==> config.mk <==
export PLATFORM = sky130hd
export DESIGN_NAME = miner_job_scheduler
export DESIGN_NICKNAME = d
export VERILOG_FILES = /design/src/rtl/miner_pkg.sv /design/src/rtl/miner_result_fifo.sv /design/src/rtl/miner_job_scheduler.sv
export SDC_FILE = /design/constraint.sdc
export NUM_CORES = 2
export LEC_CHECK = 0
export ABC_AREA = 1
export CORE_MARGIN = 2
export CORE_UTILIZATION = 30
export CTS_CLUSTER_SIZE = 28
export DETAILED_ROUTE_END_ITERATION = 16
export GPL_ROUTABILITY_DRIVEN = 0
export PLACE_DENSITY = 0.52
export SETUP_SLACK_MARGIN = 0.1
export SLEW_MARGIN = 20
export SYNTH_ARGS = -nofsm -noshare
export SYNTH_HDL_FRONTEND = slang
export SYNTH_SLANG_ARGS = --single-unit
==> constraint.sdc <==
create_clock -name osc_clk -period 3 [get_ports osc_clk]
set_clock_uncertainty 0.05 [all_clocks]
set_input_delay 0.9 -clock osc_clk [delete_from_list [all_inputs] [get_ports osc_clk]]
set_output_delay 0.9 -clock osc_clk [all_outputs]
set_load 0.005 [all_outputs]
==> src/rtl/miner_pkg.sv <==
`default_nettype none
// ============================================================================
// Module      : miner_pkg
// Description : Shared widths, FSM state and result record for the job
//               scheduler and its result FIFO.
// Revision    : 1.0 - initial release
// ============================================================================
package miner_pkg;

    localparam int JOB_W      = 352;
    localparam int WORD_W     = 32;
    localparam int LOAD_WORDS = 11;
    localparam int ID_W       = 8;

    typedef enum logic [1:0] {
        ST_IDLE   = 2'd0,
        ST_LOAD   = 2'd1,
        ST_RUN    = 2'd2,
        ST_REPORT = 2'd3
    } state_t;

    typedef struct packed {
        logic              timeout;
        logic [ID_W-1:0]   id;
        logic [WORD_W-1:0] nonce;
    } result_t;

    // Word k of a job, MSB word first.
    function automatic logic [WORD_W-1:0] job_word(input logic [JOB_W-1:0] job,
                                                   input logic [3:0]       k);
        return job[JOB_W-1-WORD_W*int'(k) -: WORD_W];
    endfunction

endpackage
`default_nettype wire

==> src/rtl/miner_result_fifo.sv <==
`default_nettype none
// ============================================================================
// Module      : miner_result_fifo
// Description : Small synchronous first-word-fall-through FIFO for results.
// Revision    : 1.0 - initial release
// ============================================================================
module miner_result_fifo #(
    parameter int WIDTH      = 41,
    parameter int DEPTH_LOG2 = 2
) (
    input  logic             osc_clk,
    input  logic             rst_n,
    input  logic             push,
    input  logic [WIDTH-1:0] din,
    input  logic             pop,
    output logic [WIDTH-1:0] dout,
    output logic             empty,
    output logic             full
);

    logic [WIDTH-1:0]  r_mem [2**DEPTH_LOG2];
    logic [DEPTH_LOG2:0] r_wr_ptr;
    logic [DEPTH_LOG2:0] r_rd_ptr;
    logic              w_do_push;
    logic              w_do_pop;

    assign empty = (r_wr_ptr == r_rd_ptr);
    assign full  = (r_wr_ptr[DEPTH_LOG2] != r_rd_ptr[DEPTH_LOG2]) &&
                   (r_wr_ptr[DEPTH_LOG2-1:0] == r_rd_ptr[DEPTH_LOG2-1:0]);

    assign w_do_pop  = pop && !empty;
    // A pop in the same cycle frees the slot a full-FIFO push needs.
    assign w_do_push = push && (!full || w_do_pop);

    // Empty FIFO presents zeros so the result outputs idle at their reset values.
    assign dout = empty ? '0 : r_mem[r_rd_ptr[DEPTH_LOG2-1:0]];

    always_ff @(posedge osc_clk or negedge rst_n) begin
        if (!rst_n) begin
            r_wr_ptr <= '0;
            r_rd_ptr <= '0;
        end else begin
            if (w_do_push) r_wr_ptr <= r_wr_ptr + 1'b1;
            if (w_do_pop)  r_rd_ptr <= r_rd_ptr + 1'b1;
        end
    end

    always_ff @(posedge osc_clk) begin
        if (w_do_push) r_mem[r_wr_ptr[DEPTH_LOG2-1:0]] <= din;
    end

endmodule
`default_nettype wire

==> src/rtl/miner_job_scheduler.sv <==
`default_nettype none
// ============================================================================
// Module      : miner_job_scheduler
// Description : Feeds jobs serially into one hashing core, supervises the scan
//               and queues one result (hit or timeout) per job.
// Revision    : 1.0 - initial release
// ============================================================================
module miner_job_scheduler
    import miner_pkg::*;
#(
    parameter logic [31:0] NONCE_OFFSET   = 32'd131,
    parameter logic [31:0] RUN_CYCLES     = 32'hFFFF_FFF0,
    parameter int          RES_DEPTH_LOG2 = 2
) (
    input  logic              osc_clk,
    input  logic              rst_n,
    input  logic              job_valid,
    output logic              job_ready,
    input  logic [JOB_W-1:0]  job_data,
    input  logic [ID_W-1:0]   job_id,
    input  logic              abort,
    output logic              miner_ready,
    output logic [WORD_W-1:0] miner_serial_in,
    input  logic              miner_hit,
    input  logic [WORD_W-1:0] miner_nonce,
    output logic              res_valid,
    input  logic              res_ready,
    output logic [WORD_W-1:0] res_nonce,
    output logic [ID_W-1:0]   res_job_id,
    output logic              res_timeout,
    output logic              busy
);

    localparam logic [3:0] C_LAST_IDX = 4'(LOAD_WORDS);

    state_t             r_state;
    logic               r_slot_full;
    logic [JOB_W-1:0]   r_slot_data;
    logic [ID_W-1:0]    r_slot_id;
    logic [JOB_W-1:0]   r_active_data;
    logic [ID_W-1:0]    r_active_id;
    logic [3:0]         r_word_idx;
    logic [31:0]        r_run_cnt;
    result_t            r_res;
    logic               r_miner_ready;
    logic [WORD_W-1:0]  r_serial;
    logic               w_slot_take;
    logic               w_push;
    logic               w_fifo_empty;
    logic               w_fifo_full;
    result_t            w_head;

    assign job_ready       = !r_slot_full;
    assign w_slot_take     = (r_state == ST_IDLE) && r_slot_full;
    assign w_push          = (r_state == ST_REPORT) && !w_fifo_full;
    assign miner_ready     = r_miner_ready;
    assign miner_serial_in = r_serial;
    assign busy            = (r_state != ST_IDLE);

    always_ff @(posedge osc_clk or negedge rst_n) begin
        if (!rst_n) begin
            r_slot_full <= 1'b0;
            r_slot_data <= '0;
            r_slot_id   <= '0;
        end else if (w_slot_take) begin
            r_slot_full <= 1'b0;
        end else if (job_valid && !r_slot_full) begin
            r_slot_full <= 1'b1;
            r_slot_data <= job_data;
            r_slot_id   <= job_id;
        end
    end

    always_ff @(posedge osc_clk or negedge rst_n) begin
        if (!rst_n) begin
            r_state       <= ST_IDLE;
            r_active_data <= '0;
            r_active_id   <= '0;
            r_word_idx    <= '0;
            r_run_cnt     <= '0;
            r_res         <= '0;
            r_miner_ready <= 1'b0;
            r_serial      <= '0;
        end else begin
            case (r_state)
                ST_IDLE: begin
                    if (r_slot_full) begin
                        r_active_data <= r_slot_data;
                        r_active_id   <= r_slot_id;
                        r_serial      <= job_word(r_slot_data, 4'd0);
                        r_miner_ready <= 1'b1;
                        r_word_idx    <= 4'd1;
                        r_state       <= ST_LOAD;
                    end
                end
                ST_LOAD: begin
                    if (abort) begin
                        r_miner_ready <= 1'b0;
                        r_serial      <= '0;
                        r_state       <= ST_IDLE;
                    end else if (r_word_idx == C_LAST_IDX) begin
                        r_miner_ready <= 1'b0;
                        r_serial      <= '0;
                        r_run_cnt     <= '0;
                        r_state       <= ST_RUN;
                    end else begin
                        r_serial   <= job_word(r_active_data, r_word_idx);
                        r_word_idx <= r_word_idx + 4'd1;
                    end
                end
                ST_RUN: begin
                    r_run_cnt <= r_run_cnt + 32'd1;
                    if (abort) begin
                        r_state <= ST_IDLE;
                    end else if (miner_hit) begin
                        r_res   <= '{timeout: 1'b0, id: r_active_id,
                                     nonce: miner_nonce - NONCE_OFFSET};
                        r_state <= ST_REPORT;
                    end else if (r_run_cnt == RUN_CYCLES - 32'd1) begin
                        r_res   <= '{timeout: 1'b1, id: r_active_id, nonce: '0};
                        r_state <= ST_REPORT;
                    end
                end
                ST_REPORT: begin
                    // Hold the captured result until the FIFO has room.
                    if (!w_fifo_full) r_state <= ST_IDLE;
                end
                default: r_state <= ST_IDLE;
            endcase
        end
    end

    miner_result_fifo #(
        .WIDTH      ($bits(result_t)),
        .DEPTH_LOG2 (RES_DEPTH_LOG2)
    ) u_result_fifo (
        .osc_clk (osc_clk),
        .rst_n   (rst_n),
        .push    (w_push),
        .din     (r_res),
        .pop     (res_ready),
        .dout    (w_head),
        .empty   (w_fifo_empty),
        .full    (w_fifo_full)
    );

    assign res_valid   = !w_fifo_empty;
    assign res_nonce   = w_head.nonce;
    assign res_job_id  = w_head.id;
    assign res_timeout = w_head.timeout;

endmodule
`default_nettype wire
## Yosys cells after proc, flatten, opt, wreduce, memory -nomap -nowiden

Memory sizes are Yosys's and may differ from the RTL's.
Cells that the tools add are included.

- Bits in registers: 839
- Latch bits: 0
- Memory bits (writable): 164
- Bits in read-only memories: 0
- Input port bits: 398
- Output and inout bits: 77
- Word-level logic and storage cells: 94
- Memories: 1

Memory list:

| name | depth | bits a word | read ports | clocked after memory_dff | write ports | line | text |
|---|---|---|---|---|---|---|---|
| u_result_fifo.r_mem | 4 | 41 | 1 | 0 | 1 | miner_result_fifo.sv:21 | `logic [WIDTH-1:0] r_mem [2**DEPTH_LOG2];` |

- Add/subtract/negate cells: 6
- $mul: 0
- Div/mod/pow operators: 0
- Order comparisons: 0
- Equality and inequality tests: 15
- Shift-type cells: 1
- Muxes and demuxes: 30
- Bitwise operators: 2
- Reductions and logical operators: 24

Operator list:

| operator | count |
|---|---|
| $shiftx 383x10->32 | 1 |
| $mux 32 | 5 |
| $pmux 32 s2 | 2 |
| $mux 41 | 3 |
| $add 32x1->32 const B | 1 |
| $eq 32x32->1 const B | 1 |
| $sub 32x8->32 const B | 1 |
| $mux 2 | 7 |
| $mux 4 | 3 |
| $ne 2x2->1 const B | 5 |
| $reduce_bool 2->1 | 5 |
| $sub 9x9->10 const A | 1 |
| $reduce_and 3->1 | 3 |
| $pmux 2 s4 | 1 |
| $pmux 4 s2 | 1 |
| $reduce_and 4->1 | 2 |
| $mux 1 | 7 |
| $add 3x1->3 const B | 2 |
| $logic_and 1x1->1 | 6 |
| $reduce_and 2->1 | 3 |
| $add 4x1->4 const B | 1 |
| $eq 2x2->1 const B | 2 |
| $eq 4x4->1 const B | 1 |
| $ne 4x4->1 const B | 1 |
| 10 further kinds | 13 |

## Longest topological paths before layout

- Word-level depth: 7
- Depth in mapped cells: 12
- Gate-level depth less buffers: 11

## By module

Synthesis repeated with hierarchy kept, for this count alone.

- Cell total of the unflattened synthesis: 4553
- Area total of the unflattened synthesis: 43842.0 µm²

By module, submodules not included:

| module | times used | cells each | area each (µm²) | sequential area each (µm²) |
|---|---|---|---|---|
| miner_job_scheduler | 1 | 3970 | 36867.9 | 20845.0 |
| miner_result_fifo | 1 | 583 | 6974.2 | 5074.9 |

## Least setup slack after synthesis

No wires, ideal clock.

- Path type: register to register
- From: register u_result_fifo.r_rd_ptr[0]
- To: memory u_result_fifo.r_mem[3][0], enable pin
- Library setup time: 0.442 ns
- Data arrival time: 2.793 ns
- Data required time: 2.508 ns
- Path slack: -0.285 ns
- Cell stages (with the launch flop): 6
- Path buffers: 1
- Clock period less this slack: 3.285 ns
- Cell sequence: dfrtp_1 -> buf_4 -> xnor2_1 -> nand3_1 -> nand3_1 -> nor2_1

- Cells in the longest elaborated chain, start to end: 7
- Elaborated cells between the ends (all ways): 11
- Those cells by class: eq/ne (2); mux (2); reduce/logical (7)

Ends and longest elaborated chain:

| element | line | text |
|---|---|---|
| start, declared | miner_result_fifo.sv:23 | `logic [DEPTH_LOG2:0] r_rd_ptr;` |
| start signal, assigned | miner_result_fifo.sv:44 | `if (w_do_pop) r_rd_ptr <= r_rd_ptr + 1'b1;` |
| $eq 3x3->1 or $eq 2x2->1 (tied branches) | miner_result_fifo.sv:27, miner_result_fifo.sv:29 |  |
| $logic_not 1->1 or $logic_and 1x1->1 (tied branches) | miner_result_fifo.sv:31, miner_result_fifo.sv:28 |  |
| $logic_and 1x1->1 or $logic_not 1->1 (tied branches) | miner_result_fifo.sv:31, miner_result_fifo.sv:33, miner_job_scheduler.sv:55 |  |
| $logic_or 1x1->1 or $logic_and 1x1->1 (tied branches) | miner_result_fifo.sv:33, miner_job_scheduler.sv:55 |  |
| $logic_and 1x1->1 * | miner_result_fifo.sv:33 | `assign w_do_push = push && (!full \|\| w_do_pop);` |
| $mux 1 * | miner_result_fifo.sv:49 | `if (w_do_push) r_mem[r_wr_ptr[DEPTH_LOG2-1:0]] <= din;` |
| $mux 1 (not written as such) * | miner_result_fifo.sv:49 |  |
| end, declared | miner_result_fifo.sv:21 |  |

Every way passes the cells marked *; elsewhere a longest branch is shown, timed or not.

## Worst setup path after layout

- From: register u_result_fifo.r_rd_ptr[0]
- To: output port res_nonce[27]

- Cells in the longest elaborated chain, start to end: 2
- Elaborated cells between the ends (all ways): 3
- Those cells by class: eq/ne (1); mux (1); memory (1)

Ends and longest elaborated chain:

| element | line | text |
|---|---|---|
| $mem_v2 4x41 or $eq 3x3->1 (tied branches) | -- |  |
| $mux 41 * | miner_result_fifo.sv:36 | `assign dout = empty ? '0 : r_mem[r_rd_ptr[DEPTH_LOG2-1:0]];` |
| end, declared | miner_job_scheduler.sv:28 | `output logic [WORD_W-1:0] res_nonce,` |

Marks and branches as above.

==> results_tabular.tex <==
\begin{tabular}{lr}
\hline
Metric & Value \\
\hline
\multicolumn{2}{l}{\textbf{Pwr}} \\
\quad Switching power as a share of total power & 39.0\% \\
\quad Worst voltage drop across the vdd grid & 0.000839 V \\
\quad Leakage power total & $\sim$0.025 µW \\
\quad Power density over the cells & 1130 nW/µm² \\
\quad Power share of the clock group & approximately a quarter \\
\quad Net switching power figure & 24600 µW \\
\quad Combinational Power Share & 39.9\% \\
\quad Internal power of the cells & around 39000 µW \\
\quad Sequential share of power & a little over a third \\
\multicolumn{2}{l}{\textbf{Hold path}} \\
\quad Class of the tightest hold or removal check & flop to flop \\
\multicolumn{2}{l}{\textbf{Layout}} \\
\quad Multi-input gate area in the final layout & about 15000 µm² \\
\quad Layout fillers & 14500 \\
\quad Total Nets Final & 5400 \\
\quad Sequential cell area & 25900 µm² \\
\quad Count of placed standard cells in the final layout, fillers left out & 7017 \\
\quad Fraction of layout cells with a size suffix above 1 & 16.3\% \\
\quad Layout-stage area growth over the synthesis result & 27.8\% \\
\multicolumn{2}{l}{\textbf{STA}} \\
\quad Share of the clock period used by the worst path after layout & 113\% \\
\quad Number of pins exceeding their max-slew limit in the final report & 0 \\
\quad Final setup violation count & 41 \\
\quad Worst hold slack after final layout & $\sim$400 ps \\
\quad Slew margin rel. & roughly 38\% \\
\quad Least-Margin Pin Slew & about 930 ps \\
\quad Final Hold Viols & 0 \\
\quad Worst path setup slack after routing & -379 ps \\
\quad Final Critical Period & roughly 3400 ps \\
\quad RSZ-0062 raised after global routing & true \\
\quad Fmax & 296 MHz \\
\multicolumn{2}{l}{\textbf{Detailed routing}} \\
\quad Number of vias per cell & 4.69 \\
\quad Length of the first detailed-routing pass in iterations & 6 \\
\quad Avg WL per Cell & 20.3 µm \\
\quad Count of nets left with antenna violations after detail routing & 0 \\
\quad Total wirelength of the detailed-routed design & 142000 µm \\
\quad Post-route DRC & 0 \\
\quad First DRT Iteration DRCs & 2650 \\
\quad Via count & 32900 \\
\multicolumn{2}{l}{\textbf{Floorplanning}} \\
\quad Total die area & 149000 µm² \\
\quad Row count & 140 \\
\quad Die span in x & 386 µm \\
\quad Core box area & 145000 µm² \\
\quad Chip Height & 386 µm \\
\quad Starting density of the core & between 30\% and 40\% \\
\quad Num ports & 475 \\
\multicolumn{2}{l}{\textbf{Worst setup path}} \\
\quad WP data required & 2050 ps \\
\quad Worst Path Class, Setup & flop to primary output \\
\quad Critical Path Source Type & flop \\
\quad Setup slack of the worst register-to-register path & roughly 370 ps \\
\quad Crit-path max FO & 5 \\
\quad Sequence of cells on the critical path & xnor2\_2 -> nand3b\_1 -> buf\_6 -> buf\_12 -> buf\_16 -> buf\_8 -> buf\_6 -> nand2\_2 -> inv\_1 -> buf\_2 \\
\quad WP data arrival & 2430 ps \\
\quad Critical path endpoint category & primary output \\
\quad Slowest stage delay, CP & 550 ps \\
\quad Most frequent cell on the critical path & sky130\_fd\_sc\_hd\_\_buf\_6 \\
\quad Slowest stage cell on the critical path & sky130\_fd\_sc\_hd\_\_dfrtp\_4 \\
\multicolumn{2}{l}{\textbf{Logic synthesis}} \\
\quad Post-Syn Nets & 4912 \\
\quad Post-Syn Area & 43700 µm² \\
\quad Avg Cell Area, Syn & 9.70 µm² \\
\quad Sequential-to-total area share from yosys stat & 59.3\% \\
\quad Top cells by area in the synthesized netlist & sky130\_fd\_sc\_hd\_\_dfrtp\_1, sky130\_fd\_sc\_hd\_\_edfxtp\_1, sky130\_fd\_sc\_hd\_\_nand2\_1, sky130\_fd\_sc\_hd\_\_mux2\_2, sky130\_fd\_sc\_hd\_\_o21ai\_0 \\
\quad Proportion of netlist area held by the largest area contributor & 48.1\% \\
\quad Cells after synthesis & 4506 \\
\quad Post-synthesis sequential element count & 1003 \\
\quad Count of distinct cell types in the synthesized netlist & 36 \\
\quad Warnings from Yosys & 0 \\
\quad Cell type with the highest aggregate area in the netlist & sky130\_fd\_sc\_hd\_\_dfrtp\_1 \\
\multicolumn{2}{l}{\textbf{Outcome}} \\
\quad Violated checks & setup timing \\
\quad Run status & finished with violations \\
\multicolumn{2}{l}{\textbf{CTS}} \\
\quad TritonCTS buffer count & approximately 110 \\
\quad Later-pin clock latency in the skew report & 780 ps \\
\quad Sink count of the clock tree & 1003 \\
\quad CTS Buffer Depth & 3 \\
\quad Htree depth & 3 \\
\quad Root Driver & sky130\_fd\_sc\_hd\_\_clkbuf\_16 \\
\quad TritonCTS clock tree & built \\
\quad Clk pin slew, worst setup/hold paths & around 70 ps \\
\multicolumn{2}{l}{\textbf{Global route}} \\
\quad Global-route wire length before repair & 210000 µm \\
\quad Antenna violations before repair & 12 \\
\quad Pin count of the biggest net entering global routing & around 220 \\
\quad Number of global-route vias before repair & 32800 \\
\quad Leftover overflow at the end of global routing & 0 \\
\quad GRT Overall Usage & 18.9\% \\
\multicolumn{2}{l}{\textbf{Placement}} \\
\quad Inst Count DP & between 6000 and 7000 \\
\quad Worst slack at placement & 78.8 ps \\
\quad Dpl hpwl & about 100000 µm \\
\quad I/O Buffers & between 400 and 500 \\
\multicolumn{2}{l}{\textbf{Run}} \\
\quad Number of maximum-capacitance violations & 0 \\
\hline
\end{tabular}
-- repair_timing --
action	4_1_cts	5_1_grt
gates cloned	5	3
setup endpoints to repair	46	43
hold endpoints to repair	29	0
buffers inserted	15	15
resized for setup	163	115
hold buffers	1	0
pin swaps	5	10
-- path summary, 6_finish.rpt --
path | depth (start not counted) | endpoint | startpoint
min in group asynchronous | 2 | r_active_data[256] | rst_n
max in group asynchronous | 4 | r_slot_data[56] | rst_n
min | 2 | r_active_data[131] | r_slot_data[131]
max | 10 | res_nonce[27] | u_result_fifo.r_rd_ptr[0]
max reg2reg | 8 | miner_serial_in[24] | r_word_idx[0]
min reg2reg | 2 | r_active_data[131] | r_slot_data[131]
-- power by group through the flow --
stage	combinational (µW)	sequential, µW	clock (µW)
CTS	25200	23100	15300
global route	28000	23700	15800
detailed placement	24400	23300	0
finish	25200	23100	14900
global placement	24100	23200	0
floorplan	14800	22000	0
-- stage by stage --
stage | instance area, µm² | total power, µW | TNS [ps] | utilization, %
2_1_floorplan | 43700 | 36800 | -30560 | -
3_3_place_gp | 51100 | 47300 | 0 | 35.2
3_5_place_dp | 51100 | 47700 | 0 | 35.2
4_1_cts | 55600 | 63500 | -13310 | 38.3
5_1_grt | 55800 | 67600 | -12490 | 38.5
6_report | 55800 | 63200 | -7370 | 38.5
-- cell type report --
class / count / area share [%]
well taps: 1917 / 4.29
diodes: 8 / 0.0358
inverters: 538 / 3.65
multi-input cells: 2721 / 26.6
clock buffers: 154 / 5.86
clock inverters: 59 / 1.45
flip-flops and latches: 1003 / 46.4
repair buffers: 617 / 11.7
-- cells in the mapped netlist, drive strengths merged --
master	instances
a21boi	9
a21oi	51
and2	1
buf	144
clkbuf	100
dfrtp	839
edfxtp	164
ha	8
inv	538
mux2	351
nand2	1079
nand3	308
nand3b	6
nand4	7
nor2	222
nor3	20
nor3b	1
o211ai	15
o21ai	570
o21bai	3
o22ai	46
or2	2
xnor2	7
xor2	15
-- sequential cells by signal (all words and copies together) (netlist names) --
| name | count |
|---|---|
| miner_serial_in | 32 |
| r_slot_data | 352 |
| r_active_id | 8 |
| miner_ready | 1 |
| u_result_fifo.r_mem | 164 |
| r_slot_id | 8 |
| r_run_cnt | 32 |
| r_state | 2 |
| u_result_fifo.r_wr_ptr | 3 |
| r_word_idx | 4 |
| r_active_data | 352 |
| r_slot_full | 1 |
| r_res | 41 |
| u_result_fifo.r_rd_ptr | 3 |
-- cell families after synthesis --
group           share of synthesized area [%]
compound gates                           8.27
buf+inv                                  7.34
simple gates                             15.4
mux                                      9.05
flops                                    59.3
xor+xnor                                0.441
fa+ha+maj                               0.229
-- worst max-delay path, delay by kind of cell, from the launching register on --
| kind | cells | cell delay, ps |
|---|---|---|
| flip-flops | 1 | 550 |
| buffers and inverters | 7 | 770 |
| AND/OR/NAND/NOR | 2 | 160 |
| XOR/XNOR | 1 | 170 |
-- layer usage --
| metal | wire length [µm] | GRT usage, % |
|---|---|---|
| met5 | 47 | 0 |
| met4 | 4860 | 6.38 |
| met3 | 8540 | 3.59 |
| met2 | 65900 | 30.6 |
| met1 | 63100 | 25.5 |
-- cells in the final DEF, fill, tap and decap left out, types with 7 or more instances in the layout --
cell,Yosys,final
sky130_fd_sc_hd__nand2_1,1073,1044
sky130_fd_sc_hd__dfrtp_1,839,835
sky130_fd_sc_hd__o21ai_0,558,539
sky130_fd_sc_hd__inv_1,528,515
sky130_fd_sc_hd__clkdlybuf4s50_1,0,427
sky130_fd_sc_hd__mux2_2,351,351
sky130_fd_sc_hd__nand3_1,308,308
sky130_fd_sc_hd__nor2_1,215,205
sky130_fd_sc_hd__edfxtp_1,164,164
sky130_fd_sc_hd__clkbuf_16,0,117
sky130_fd_sc_hd__buf_4,17,63
sky130_fd_sc_hd__buf_12,0,54
sky130_fd_sc_hd__a21oi_1,49,49
sky130_fd_sc_hd__o22ai_1,46,39
sky130_fd_sc_hd__nand2_2,6,27
sky130_fd_sc_hd__o21ai_1,12,25
sky130_fd_sc_hd__clkbuf_8,0,25
sky130_fd_sc_hd__clkinv_2,0,23
sky130_fd_sc_hd__inv_2,10,21
sky130_fd_sc_hd__buf_6,9,21
sky130_fd_sc_hd__nor3_1,19,19
sky130_fd_sc_hd__clkbuf_2,0,19
sky130_fd_sc_hd__buf_2,111,16
sky130_fd_sc_hd__o211ai_1,15,15
sky130_fd_sc_hd__xor2_1,15,14
sky130_fd_sc_hd__clkbuf_1,100,14
sky130_fd_sc_hd__bufinv_16,0,13
sky130_fd_sc_hd__nor2_4,5,12
sky130_fd_sc_hd__a21boi_1,9,9
sky130_fd_sc_hd__diode_2,0,8
sky130_fd_sc_hd__nand2_4,0,8
sky130_fd_sc_hd__o22ai_2,0,7
sky130_fd_sc_hd__nand4_1,7,7
sky130_fd_sc_hd__ha_1,8,7
sky130_fd_sc_hd__clkinvlp_4,0,7
(Power assumes the default switching activity.)
